File: src/rtl/wb_master_if_pkg.sv
// Shared types and constants for the OpenMIPS-to-Wishbone memory port bridge.
package wb_master_if_pkg;

  // Bridge states; 2'b10 is unused and recovers to idle.
  typedef enum logic [1:0] {
    WB_IDLE           = 2'b00,
    WB_BUSY           = 2'b01,
    WB_WAIT_FOR_STALL = 2'b11
  } wb_state_e;

  localparam logic [31:0] ZeroWord = 32'h0000_0000;

  // Index into the pipeline stall vector for each memory port.
  localparam int STALL_IF  = 1;
  localparam int STALL_MEM = 4;

endpackage

File: src/rtl/wb_master_if_if.sv
// Wishbone B3 classic master-side signal bundle between the bridge and wb_conmax.
interface wb_master_if_if;

  logic [31:0] wishbone_data_i;
  logic        wishbone_ack_i;
  logic [31:0] wishbone_addr_o;
  logic [31:0] wishbone_data_o;
  logic        wishbone_we_o;
  logic [3:0]  wishbone_sel_o;
  logic        wishbone_stb_o;
  logic        wishbone_cyc_o;

  modport master (
    input  wishbone_data_i,
    input  wishbone_ack_i,
    output wishbone_addr_o,
    output wishbone_data_o,
    output wishbone_we_o,
    output wishbone_sel_o,
    output wishbone_stb_o,
    output wishbone_cyc_o
  );

  modport slave (
    output wishbone_data_i,
    output wishbone_ack_i,
    input  wishbone_addr_o,
    input  wishbone_data_o,
    input  wishbone_we_o,
    input  wishbone_sel_o,
    input  wishbone_stb_o,
    input  wishbone_cyc_o
  );

endinterface

File: src/rtl/wb_master_if.sv
// Bridges one OpenMIPS memory port to a Wishbone B3 classic master.
// Optional bus timeout is built when WB_TIMEOUT_EN is defined.
//
// state             | meaning
// WB_IDLE           | no bus cycle; accept a new CPU request
// WB_BUSY           | stb/cyc asserted, waiting for ack (or flush/timeout)
// WB_WAIT_FOR_STALL | access done, holding read data until the stage unstalls
module wb_master_if
  import wb_master_if_pkg::*;
#(
  parameter int          STALL_BIT      = STALL_IF,
  parameter int unsigned TIMEOUT_CYCLES = 255
) (
  input  logic                  clk,
  input  logic                  rst,
  input  logic [5:0]            stall_i,
  input  logic                  flush_i,
  input  logic                  cpu_ce_i,
  input  logic [31:0]           cpu_data_i,
  input  logic [31:0]           cpu_addr_i,
  input  logic                  cpu_we_i,
  input  logic [3:0]            cpu_sel_i,
  output logic [31:0]           cpu_data_o,
  output logic                  stallreq_o,
  wb_master_if_if.master        wb,
  output logic                  bus_err_o
);

  wb_state_e   state_q, state_d;
  logic [31:0] addr_q, addr_d;
  logic [31:0] data_q, data_d;
  logic        we_q, we_d;
  logic [3:0]  sel_q, sel_d;
  logic        stb_q, stb_d;
  logic        cyc_q, cyc_d;
  logic [31:0] rd_buf_q, rd_buf_d;

  logic        stage_stalled;
  logic        start;
  logic        tmo;

  assign stage_stalled = stall_i[STALL_BIT];
  assign start         = cpu_ce_i && !flush_i;

  // Only one stall bit matters to this port; the rest are intentionally ignored.
  logic unused_stall;
  assign unused_stall = ^stall_i;

`ifdef WB_TIMEOUT_EN
  logic [15:0] cnt_q, cnt_d;

  assign tmo = (state_q == WB_BUSY) && !flush_i && !wb.wishbone_ack_i &&
               (cnt_q == 16'(TIMEOUT_CYCLES));

  // Count BUSY cycles; held at zero outside BUSY so each access starts fresh.
  always_comb begin
    cnt_d = 16'd0;
    if (state_q == WB_BUSY) cnt_d = cnt_q + 16'd1;
  end

  // Timeout counter register.
  always_ff @(posedge clk) begin
    if (rst) cnt_q <= 16'd0;
    else     cnt_q <= cnt_d;
  end
`else
  assign tmo = 1'b0;

  logic unused_tmo;
  assign unused_tmo = ^32'(TIMEOUT_CYCLES);
`endif

  assign bus_err_o = tmo;

  // Next-state and next bus values.
  always_comb begin
    state_d  = state_q;
    addr_d   = addr_q;
    data_d   = data_q;
    we_d     = we_q;
    sel_d    = sel_q;
    stb_d    = stb_q;
    cyc_d    = cyc_q;
    rd_buf_d = rd_buf_q;
    case (state_q)
      WB_IDLE: begin
        if (start) begin
          state_d  = WB_BUSY;
          addr_d   = cpu_addr_i;
          data_d   = cpu_data_i;
          we_d     = cpu_we_i;
          sel_d    = cpu_sel_i;
          stb_d    = 1'b1;
          cyc_d    = 1'b1;
          rd_buf_d = ZeroWord;
        end
      end
      WB_BUSY: begin
        if (flush_i || wb.wishbone_ack_i || tmo) begin
          addr_d = ZeroWord;
          data_d = ZeroWord;
          we_d   = 1'b0;
          sel_d  = 4'h0;
          stb_d  = 1'b0;
          cyc_d  = 1'b0;
          if (flush_i) begin
            state_d  = WB_IDLE;
            rd_buf_d = ZeroWord;
          end else begin
            state_d = stage_stalled ? WB_WAIT_FOR_STALL : WB_IDLE;
            // Timed-out accesses return zero; writes keep the buffer.
            if (tmo)        rd_buf_d = ZeroWord;
            else if (!we_q) rd_buf_d = wb.wishbone_data_i;
          end
        end
      end
      WB_WAIT_FOR_STALL: begin
        if (flush_i) begin
          state_d  = WB_IDLE;
          rd_buf_d = ZeroWord;
        end else if (!stage_stalled) begin
          state_d = WB_IDLE;
        end
      end
      default: begin
        state_d = WB_IDLE;
        addr_d  = ZeroWord;
        data_d  = ZeroWord;
        we_d    = 1'b0;
        sel_d   = 4'h0;
        stb_d   = 1'b0;
        cyc_d   = 1'b0;
      end
    endcase
  end

  // FSM state and registered bus outputs.
  always_ff @(posedge clk) begin
    if (rst) begin
      state_q  <= WB_IDLE;
      addr_q   <= ZeroWord;
      data_q   <= ZeroWord;
      we_q     <= 1'b0;
      sel_q    <= 4'h0;
      stb_q    <= 1'b0;
      cyc_q    <= 1'b0;
      rd_buf_q <= ZeroWord;
    end else begin
      state_q  <= state_d;
      addr_q   <= addr_d;
      data_q   <= data_d;
      we_q     <= we_d;
      sel_q    <= sel_d;
      stb_q    <= stb_d;
      cyc_q    <= cyc_d;
      rd_buf_q <= rd_buf_d;
    end
  end

  // Stall request and read data are combinational so an ack releases the pipe in the same cycle.
  always_comb begin
    stallreq_o = 1'b0;
    cpu_data_o = ZeroWord;
    case (state_q)
      WB_IDLE: begin
        stallreq_o = start;
        cpu_data_o = start ? ZeroWord : rd_buf_q;
      end
      WB_BUSY: begin
        stallreq_o = !(wb.wishbone_ack_i || tmo);
        if (wb.wishbone_ack_i && !we_q) cpu_data_o = wb.wishbone_data_i;
      end
      WB_WAIT_FOR_STALL: begin
        cpu_data_o = rd_buf_q;
      end
      default: begin
        stallreq_o = 1'b0;
        cpu_data_o = ZeroWord;
      end
    endcase
  end

  assign wb.wishbone_addr_o = addr_q;
  assign wb.wishbone_data_o = data_q;
  assign wb.wishbone_we_o   = we_q;
  assign wb.wishbone_sel_o  = sel_q;
  assign wb.wishbone_stb_o  = stb_q;
  assign wb.wishbone_cyc_o  = cyc_q;

endmodule

File: src/flat_wrapper.sv
// flat-port wrapper written by rule: the top's interface ports become plain ports
module wb_master_if_flat import wb_master_if_pkg::*;
#(
  parameter int          STALL_BIT      = STALL_IF,
  parameter int unsigned TIMEOUT_CYCLES = 255
)
  (clk, rst, stall_i, flush_i, cpu_ce_i, cpu_data_i, cpu_addr_i, cpu_we_i, cpu_sel_i, cpu_data_o, stallreq_o, bus_err_o, wb_wishbone_data_i, wb_wishbone_ack_i, wb_wishbone_addr_o, wb_wishbone_data_o, wb_wishbone_we_o, wb_wishbone_sel_o, wb_wishbone_stb_o, wb_wishbone_cyc_o);
  wb_master_if_if wb_i ();
  input  logic clk;
  input  logic rst;
  input  logic [5:0] stall_i;
  input  logic flush_i;
  input  logic cpu_ce_i;
  input  logic [31:0] cpu_data_i;
  input  logic [31:0] cpu_addr_i;
  input  logic cpu_we_i;
  input  logic [3:0] cpu_sel_i;
  output logic [31:0] cpu_data_o;
  output logic stallreq_o;
  output logic bus_err_o;
  input wire logic [$bits(wb_i.wishbone_data_i)-1:0] wb_wishbone_data_i;
  input wire logic [$bits(wb_i.wishbone_ack_i)-1:0] wb_wishbone_ack_i;
  output wire logic [$bits(wb_i.wishbone_addr_o)-1:0] wb_wishbone_addr_o;
  output wire logic [$bits(wb_i.wishbone_data_o)-1:0] wb_wishbone_data_o;
  output wire logic [$bits(wb_i.wishbone_we_o)-1:0] wb_wishbone_we_o;
  output wire logic [$bits(wb_i.wishbone_sel_o)-1:0] wb_wishbone_sel_o;
  output wire logic [$bits(wb_i.wishbone_stb_o)-1:0] wb_wishbone_stb_o;
  output wire logic [$bits(wb_i.wishbone_cyc_o)-1:0] wb_wishbone_cyc_o;
  assign wb_i.wishbone_data_i = wb_wishbone_data_i;
  assign wb_i.wishbone_ack_i = wb_wishbone_ack_i;
  assign wb_wishbone_addr_o = wb_i.wishbone_addr_o;
  assign wb_wishbone_data_o = wb_i.wishbone_data_o;
  assign wb_wishbone_we_o = wb_i.wishbone_we_o;
  assign wb_wishbone_sel_o = wb_i.wishbone_sel_o;
  assign wb_wishbone_stb_o = wb_i.wishbone_stb_o;
  assign wb_wishbone_cyc_o = wb_i.wishbone_cyc_o;
  wb_master_if #(.STALL_BIT(STALL_BIT), .TIMEOUT_CYCLES(TIMEOUT_CYCLES)) u_core (.clk(clk), .rst(rst), .stall_i(stall_i), .flush_i(flush_i), .cpu_ce_i(cpu_ce_i), .cpu_data_i(cpu_data_i), .cpu_addr_i(cpu_addr_i), .cpu_we_i(cpu_we_i), .cpu_sel_i(cpu_sel_i), .cpu_data_o(cpu_data_o), .stallreq_o(stallreq_o), .wb(wb_i), .bus_err_o(bus_err_o));
endmodule
File: config.mk
export PLATFORM = sky130hd
export DESIGN_NAME = wb_master_if_flat
export DESIGN_NICKNAME = d
export VERILOG_FILES = /design/src/rtl/wb_master_if_pkg.sv /design/src/rtl/wb_master_if_if.sv /design/src/rtl/wb_master_if.sv /design/src/flat_wrapper.sv
export SDC_FILE = /design/constraint.sdc
export NUM_CORES = 1
export LEC_CHECK = 0
export CORE_UTILIZATION = 35
export DETAILED_ROUTE_END_ITERATION = 10
export HOLD_SLACK_MARGIN = 0.12
export PLACE_DENSITY = 0.75
export SYNTH_ARGS = -nofsm -noshare
export SYNTH_HDL_FRONTEND = slang
export SYNTH_SLANG_ARGS = --single-unit
File: constraint.sdc
create_clock -name clk -period 2 [get_ports clk]
set_input_delay 0.6 -clock clk [delete_from_list [all_inputs] [get_ports clk]]
set_output_delay 0.6 -clock clk [all_outputs]
set_load 0.05 [all_outputs]
==> flow_metrics.tcl, run 1 <==
set metrics [dict create \
    status "finished with violations" \
    violations "setup timing" \
    wl_um 12900 \
    place_hpwl_um 8010 \
    synth_edf_count 0 \
    initialDrtViolationCount 224 \
    grt_setup_unrepaired "true" \
    clk_latency_ns 0.36 \
    grt_max_degree 50 \
    fin_crit_sh_pct 117 \
    core_um2 10800 \
    slew_viol_final 0 \
    drive_above_1_share_pct 39.8 \
    clock_sinks 104 \
    dieArea_um2 11600 \
    antenna_found_initial 0 \
    drc 0 \
    arrival_ns 1.75 \
    synth.top_cell.area_share_pct 53.4 \
    max_freq_ghz 0.426 \
    rows 38 \
    grt_usage_pct 21.8 \
    final_core_util_pct 67.7 \
    area_delta_synth_final_pct 88.1 \
    pre_cts_ws_ns -0.618 \
    diodes 0 \
    grt_overflow 0 \
    final_antenna_net_count 0 \
    slowest_delay_ns 0.35 \
    end_kind "output pin" \
    critPathTopFamily "buffers and inverters" \
    maxCapViolCount 0 \
    final_cells 741 \
    synth_top_area_cell "dfxtp_1" \
    postSynthCellCount 348 \
    worst_ir_drop_vdd_v 0.000339 \
    ys_seq_area_share_pct 53.4 \
    r2r_setup_slack_ns -0.20 \
    path_max_fanout 12 \
    wl_per_cell_um 17.4 \
    async_flop_share_pct 0 \
    setup_viol 65 \
    htree_levels 3 \
    yosys-top-cells-area "dfxtp_1, a22o_1, o2111ai_1" \
    cp.required_ns 1.40 \
    netlist_area_um2 3900 \
    design_area_um2 7340 \
    port_buffers 210 \
    synthesis.nets 460 \
    cts-root-buf "clkbuf_8" \
    pwr-share-seq_pct 44.4 \
    synth_seq_cells 104 \
    placedCellCount 708 \
    path_cells "or2_2 > o21ai_4 > buf_4 > buf_12 > a22o_4 > buf_8" \
    dieWidth_um 108 \
    cts_tree "yes" \
    hp-class "flip-flop to flip-flop" \
    place_area_um2 6580 \
    clk_path_buf_depth 2 \
    layout.nets 708 \
    synth_cell_types 31 \
    p_switching_w 0.00144 \
    synth_commonest_cells "a22o_1, dfxtp_1, inv_1, o2111ai_1, o31ai_1" \
    yosys_warnings 0 \
    power.density_nw_per_um2 672 \
    hold_violations 0 \
    p_leak_nw 3.19 \
    p_comb_share_pct 24.9 \
    power.share.switching_pct 29.3 \
    hold_slack_ns 0.467 \
    synthFlopType "dfxtp_1" \
    fin_ws_ns -0.347 \
    pwr-share-clk_pct 30.7 \
    crit_type "flip-flop to output pin" \
    crit_buf_inv 3 \
    yosys.cell_count.top_type "a22o_1" \
    worst_path_max_delay_cell "dfxtp_2" \
    skew_ns 0.0126 \
    viasPerCell 5.28 \
    die-height_um 108 \
    ios 217 \
    grt_pass1_vias 3911 \
    fin_crit_ns 2.35 \
    dr.pass1.iters 4 \
    path_clk_slew_ns 0.10 \
    cp-start-kind "flip-flop" \
    avgSynthCellArea_um2 11.2 \
    intPower_w 0.00349 \
    initial_utilization_pct 36.0 \
    vias 3913 \
    numCtsBuffers 9 \
    place.gp.congestion 0.821 \
    grt_pass1_wl_um 19900 \
]
final timing paths:
path	from	cells after the start	to
setup / recovery	u_core.state_q[1]	6	cpu_data_o[23]
hold / removal	u_core.wb.wishbone_data_o[28]	2	u_core.wb.wishbone_data_o[28]
setup reg to reg	u_core.state_q[1]	12	u_core.rd_buf_q[1]
hold reg to reg	u_core.wb.wishbone_data_o[28]	2	u_core.wb.wishbone_data_o[28]
stage by stage:
stage	power, W	setup TNS [ns]
finish	0.00494	-16.10
global route	0.00512	-20.97
floorplan	0.00283	-1.12
CTS	0.00497	-17.26
global placement	0.00332	-57.48
detailed placement	0.00334	-63.16
layer usage:
metal | global-route usage, % | vias to the layer above | share of wire, %
met4 | 7.34 | 0 | 0.78
met5 | 0 | - | 0
li1 | - | 1851 | -
met1 | 26.8 | 1917 | 43
met2 | 37.4 | 137 | 50
met3 | 4.90 | 8 | 6.4
power groups by stage:
stage	Sequential [W]	Combinational, W	Clock [W]
6_report	0.00219	0.00123	0.00151
3_3_place_gp	0.00224	0.00109	0
5_1_grt	0.00220	0.00128	0.00164
3_5_place_dp	0.00224	0.00110	0
2_1_floorplan	0.00247	0.000363	0
4_1_cts	0.00219	0.00124	0.00154
sequential cells by signal (all words and copies together) (netlist names):
name	count
u_core.wb.wishbone_cyc_o	1
u_core.wb.wishbone_addr_o	32
u_core.rd_buf_q	32
u_core.state_q	2
u_core.wb.wishbone_we_o	1
u_core.wb.wishbone_sel_o	4
u_core.wb.wishbone_data_o	32
logic make-up after synthesis:
group / count (synthesis) / synth area share [%]
compound gates: 164 / 36.5
buf+inv: 64 / 7.44
other cells: 1 / 0.0961
simple gates: 15 / 2.60
flops: 104 / 53.4
area by class of cell:
type | count | area [um2]
flip-flops and latches | 104 | 2080
multi-input cells | 180 | 1880
repair buffers | 279 | 2880
clock inverters | 6 | 95.1
well taps | 140 | 175
fillers | 770 | 3500
inverters | 22 | 82.6
clock buffers | 10 | 138
tightest hold or removal path: stages, from the launching register on:
cell,delay [ns]
dfxtp_1,0.32
inv_1,0.05
o31ai_1,0.06
what timing repair did:
| item | 4_1_cts | 5_1_grt |
|---|---|---|
| hold buffers | 0 | 0 |
| setup buffers | 17 | 2 |
| endpoints found under the hold margin | 0 | 0 |
| gates cloned | 6 | 0 |
| resized for setup | 98 | 6 |
| pin swaps | 20 | 13 |
| setup endpoints to repair | 113 | 65 |
cells in the final DEF (no fill, tap or decap), types with 4 or more instances in the layout:
cell             count
a22o_4              32
a22o_1              80
buf_8               31
buf_6               10
o2111ai_1           21
buf_4              115
clkdlybuf4s50_1    103
buf_12              16
inv_6                4
clkbuf_8            10
inv_1               21
dfxtp_1            102
o31ai_1             21
Power figures use the tool's default switching activity.
==> inputs of run 2 (changes only) <==
Settings changed: CORE_UTILIZATION 35 to 55, CTS_BUF_LIST from default to sky130_fd_sc_hd__clkbuf_4 sky130_fd_sc_hd__clkbuf_8, DONT_BUFFER_PORTS from default to 1, PLACE_DENSITY 0.75 to 0.68.
Clock period 2 ns to 2.2 ns, I/O delays scaled along.
==> flow_metrics.tcl, run 2 (same netlist as run 1, synthesis figures left out) <==
set metrics [dict create \
    status "finished with violations" \
    violations "setup timing" \
    cts_tree "yes" \
    slew_viol_final 0 \
    crit_buf_inv 2 \
    maxCapViolCount 0 \
    clk_path_buf_depth 2 \
    cts-root-buf "clkbuf_8" \
    worst_ir_drop_vdd_v 0.000367 \
    fin_crit_ns 2.30 \
    most-common-layout-cells "dfxtp_1, a22o_1, a22o_4" \
    placedCellCount 423 \
    htree_levels 3 \
    fin_crit_sh_pct 104 \
    fin_ws_ns -0.0978 \
    path_clk_slew_ns 0.09 \
    drc 0 \
    clock_sinks 104 \
    r2r_start "u_core.state_q[1]" \
    max_freq_ghz 0.435 \
    grt_pass1_wl_um 13800 \
    numCtsBuffers 9 \
    cp-start-kind "flip-flop" \
    worst_path_max_delay_cell "dfxtp_4" \
    grt_overflow 0 \
    clk_latency_ns 0.35 \
    drive_above_1_share_pct 27.1 \
    diodes 0 \
    slowest_delay_ns 0.37 \
    final_core_util_pct 70.6 \
    slew_headroom_pct 53.7 \
    finalSetupTns_ns -1.97 \
    setup_viol 30 \
    grt_pass1_vias 2652 \
    initial_utilization_pct 57.1 \
    wl_um 9600 \
    place_hpwl_um 5960 \
    dieWidth_um 86.2 \
    crit_start "u_core.state_q[1]" \
    p_leak_nw 1.94 \
    port_buffers 0 \
    dieArea_um2 7430 \
    hp-class "input port to flip-flop" \
    layout_commonest_cell "dfxtp_1" \
    place.gp.congestion 0.732 \
    power.density_nw_per_um2 826 \
    vias 2927 \
    arrival_ns 1.64 \
    wl_per_cell_um 21.3 \
    hold_path_startpoint "rst" \
    area_delta_synth_final_pct 23.6 \
    final_cells 450 \
    power_w 0.00398 \
    antenna_found_initial 0 \
    path_max_fanout 8 \
    crit_type "flip-flop to output pin" \
    final_antenna_net_count 0 \
    grt_setup_unrepaired "true" \
    cp.required_ns 1.54 \
    m1WireLength_um 3970 \
    grt_max_degree 50 \
    layout.nets 461 \
    path_cells "or2_4 > o21ai_4 > buf_6 > buf_12 > a22o_4" \
    grt_usage_pct 23.7 \
    viasPerCell 6.50 \
    routed-wl-met2_um 4630 \
    ios 217 \
    die-height_um 86.2 \
    end_kind "output pin" \
    hold_violations 0 \
    worst_pin_slew_ns 0.695 \
    initialDrtViolationCount 109 \
    dr.pass1.iters 4 \
    skew_ns 0.0114 \
    core_um2 6830 \
    rows 30 \
    dr.max_layer_used "met4" \
    dr_wl_met3_um 843 \
    critPathTopFamily "compound AO/OA/AOI/OAI gates" \
]
-- run 2: cell count changes in the layout (fill, tap and decap cells not counted), moves of 2 or more --
cell / previous run / this run
inv_6: 4 / 1
clkbuf_16: 0 / 2
buf_6: 10 / 5
clkdlybuf4s50_1: 103 / 0
buf_16: 3 / 1
buf_4: 115 / 15
buf_12: 16 / 8
buf_8: 31 / 1
-- run 2: metal layers --
metal,vias up,GRT usage (%)
met5,-,0
met4,0,9.39
met3,13,8.10
met2,149,37.3
met1,1408,29.9
li1,1357,-
-- run 2: final cells by class --
cell class                 instances  area [um2]
multi-input combinational        180        1880
clock buffer                      11         145
tap                               96         120
sequential                       104        2090
fill                             502        2010
clock inverter                     5        87.6
timing repair buffer              32         422
inverter                          22        82.6
-- run 2: what timing repair did --
item / CTS / global route
gates cloned: 2 / 4
pin swaps: 7 / 17
resized for setup: 16 / 8
setup buffers: 5 / 2
hold buffers: 0 / 0
endpoints found under the setup margin: 33 / 33
endpoints found under the hold margin: 0 / 0
-- run 2: power breakdown --
part / switching (W) / total, W / internal [W]
sequential: 0.000255 / 0.00221 / 0.00195
combinational: 0.000260 / 0.000443 / 0.000184
clock: 0.000637 / 0.00133 / 0.000698
-- run 2: per-stage QoR --
stage / hold WS (ns) / worst slack, ns / cell area, um2
global route: 0.341 / -0.156 / 4820
CTS: 0.351 / -0.162 / 4750
global placement: 0.466 / -0.0611 / 4370
detailed placement: 0.466 / -0.0718 / 4370
floorplan: 0.450 / -0.0260 / 4200
finish: 0.370 / -0.0978 / 4820
-- run 2: final timing paths --
kind / cells past startpoint / slack, ns / endpoint
hold / removal: 1 / 0.37 / u_core.state_q[0]
hold reg to reg: 1 / 0.52 / u_core.rd_buf_q[24]
setup / recovery: 5 / -0.1 / cpu_data_o[30]
setup reg to reg: 5 / 0.27 / u_core.wb.wishbone_data_o[20]
==> inputs of run 3 (changes only) <==
Clock period 2.2 ns to 2.4 ns, I/O delays scaled along.
==> flow_metrics.tcl, run 3 (same netlist as run 1, synthesis figures left out) <==
set metrics [dict create \
    max_freq_ghz 0.413 \
    slew_headroom_pct 50.1 \
    final_antenna_net_count 0 \
    reg2reg_to "u_core.wb.wishbone_addr_o[11]" \
    slew_viol_final 0 \
    drc 0 \
    fillers 515 \
    place.gp.congestion 0.720 \
    cp.required_ns 1.68 \
    violations "setup timing" \
    layout.nets 449 \
    core_um2 6830 \
    end_kind "output pin" \
    grt_pass1_vias 2665 \
    clk_latency_ns 0.37 \
    dieArea_um2 7430 \
    hold_path_startpoint "flush_i" \
    die-height_um 86.2 \
    area_delta_synth_final_pct 19.6 \
    setup_viol 26 \
    r2r_setup_slack_ns 0.46 \
    vias 2845 \
    hold_violations 0 \
    p_leak_nw 1.86 \
    grt_overflow 0 \
    ios 217 \
    maxCapViolCount 0 \
    postCtsHoldBufs 0 \
    cts_tree "yes" \
    diodes 0 \
    place_hpwl_um 5800 \
    worst_ir_drop_vdd_v 0.000432 \
    endpoint "cpu_data_o[16]" \
    fin_ws_ns -0.0192 \
    cp-start-kind "flip-flop" \
    wl_per_cell_um 21.0 \
    dieWidth_um 86.2 \
    dr.max_layer_used "met4" \
    grt_usage_pct 23.8 \
    worst_r2r_path_depth 5 \
    grt_pass1_wl_um 13600 \
    drive_above_1_share_pct 24.0 \
    clk_path_buf_depth 2 \
    pre_cts_ws_ns 0.0387 \
    worst_pin_slew_ns 0.749 \
    fin_crit_sh_pct 101 \
    dr.pass1.iters 4 \
    dr_wl_met3_um 802 \
    fin_crit_ns 2.42 \
    numCtsBuffers 9 \
    status "finished with violations" \
    skew_ns 0.0167 \
    port_buffers 0 \
    initialDrtViolationCount 79 \
    hp-class "input port to flip-flop" \
    rows 30 \
    antenna_found_initial 0 \
    grt_max_degree 50 \
    r2r_start "u_core.state_q[1]" \
    m1WireLength_um 3970 \
    wl_um 9220 \
    crit_type "flip-flop to output pin" \
    most-common-layout-cells "dfxtp_1, a22o_1, a22o_4" \
    htree_levels 3 \
    initial_utilization_pct 57.1 \
    layout_commonest_cell "dfxtp_1" \
    arrival_ns 1.70 \
    power.density_nw_per_um2 759 \
    finalSetupTns_ns -0.285 \
    routed-wl-met2_um 4370 \
    grt_setup_unrepaired "true" \
    viasPerCell 6.50 \
    path_max_fanout 8 \
    clock_sinks 104 \
    path_clk_slew_ns 0.11 \
    cts-root-buf "clkbuf_8" \
    crit_start "u_core.wb.wishbone_we_o" \
]
==> run 3: cell count changes in the layout (fill, tap and decap cells not counted), sizes merged <==
cell / before / now
buf: 30 / 19
clkbuf: 13 / 9
clkinv: 0 / 4
bufbuf: 0 / 1
bufinv: 2 / 1
clkinvlp: 1 / 0
==> run 3: through the flow <==
| step | hold slack (ns) | instances | util, % | total power [W] | area, um2 |
|---|---|---|---|---|---|
| CTS | 0.385 | 438 | 67.7 | 0.00356 | 4620 |
| global route | 0.392 | 438 | 68.3 | 0.00367 | 4660 |
| detailed placement | 0.465 | 419 | 60.1 | 0.00239 | 4110 |
| floorplan | 0.450 | 348 | - | 0.00232 | 3950 |
| finish | 0.403 | 438 | 68.3 | 0.00354 | 4660 |
| global placement | 0.462 | 419 | 60.1 | 0.00238 | 4110 |
==> run 3: cell type report <==
class	count	area, um2	share of cell area [%]
Inverter	22	82.6	1.77
Clock buffer	9	124	2.66
Timing Repair Buffer	20	282	6.04
Multi-Input combinational cell	180	1870	40.1
Tap cell	96	120	2.58
Sequential cell	104	2080	44.7
Clock inverter	7	100	2.15
==> run 3: repair_timing <==
item	CTS	global route
setup endpoints to repair	32	31
buffers inserted	1	0
pin swaps	4	0
gates resized for setup	34	5
cloned	2	0
==> run 3: power by group <==
group	internal (W)	leakage, nW	total, W	switching (W)
Sequential	0.00179	0.846	0.00202	0.000236
Combinational	0.000137	0.897	0.000364	0.000226
Clock	0.000514	0.111	0.00115	0.000639
==> run 3: how the worst min path moves through the flow <==
stage / slack, ns / endpoint / cells after the start
after floorplan: 0.45 / u_core.rd_buf_q[27] / 1
after global placement: 0.46 / u_core.rd_buf_q[19] / 1
after detailed placement: 0.46 / u_core.rd_buf_q[23] / 1
after CTS: 0.38 / u_core.state_q[1] / 1
after global routing: 0.39 / u_core.state_q[0] / 1
final: 0.40 / u_core.state_q[1] / 1
==> run 3: per-layer routing <==
layer / up-vias / track usage, %
met4: 0 / 8.48
met1: 1368 / 29.5
met5: - / 0
li1: 1337 / -
met2: 134 / 38.2
met3: 6 / 8.67
==> run 3: critical path: stages, from the launching register on <==
cell and delay [ns]:
dfxtp_2 0.35, nor4bb_4 0.29, buf_6 0.17, bufbuf_16 0.28, a22o_4 0.23
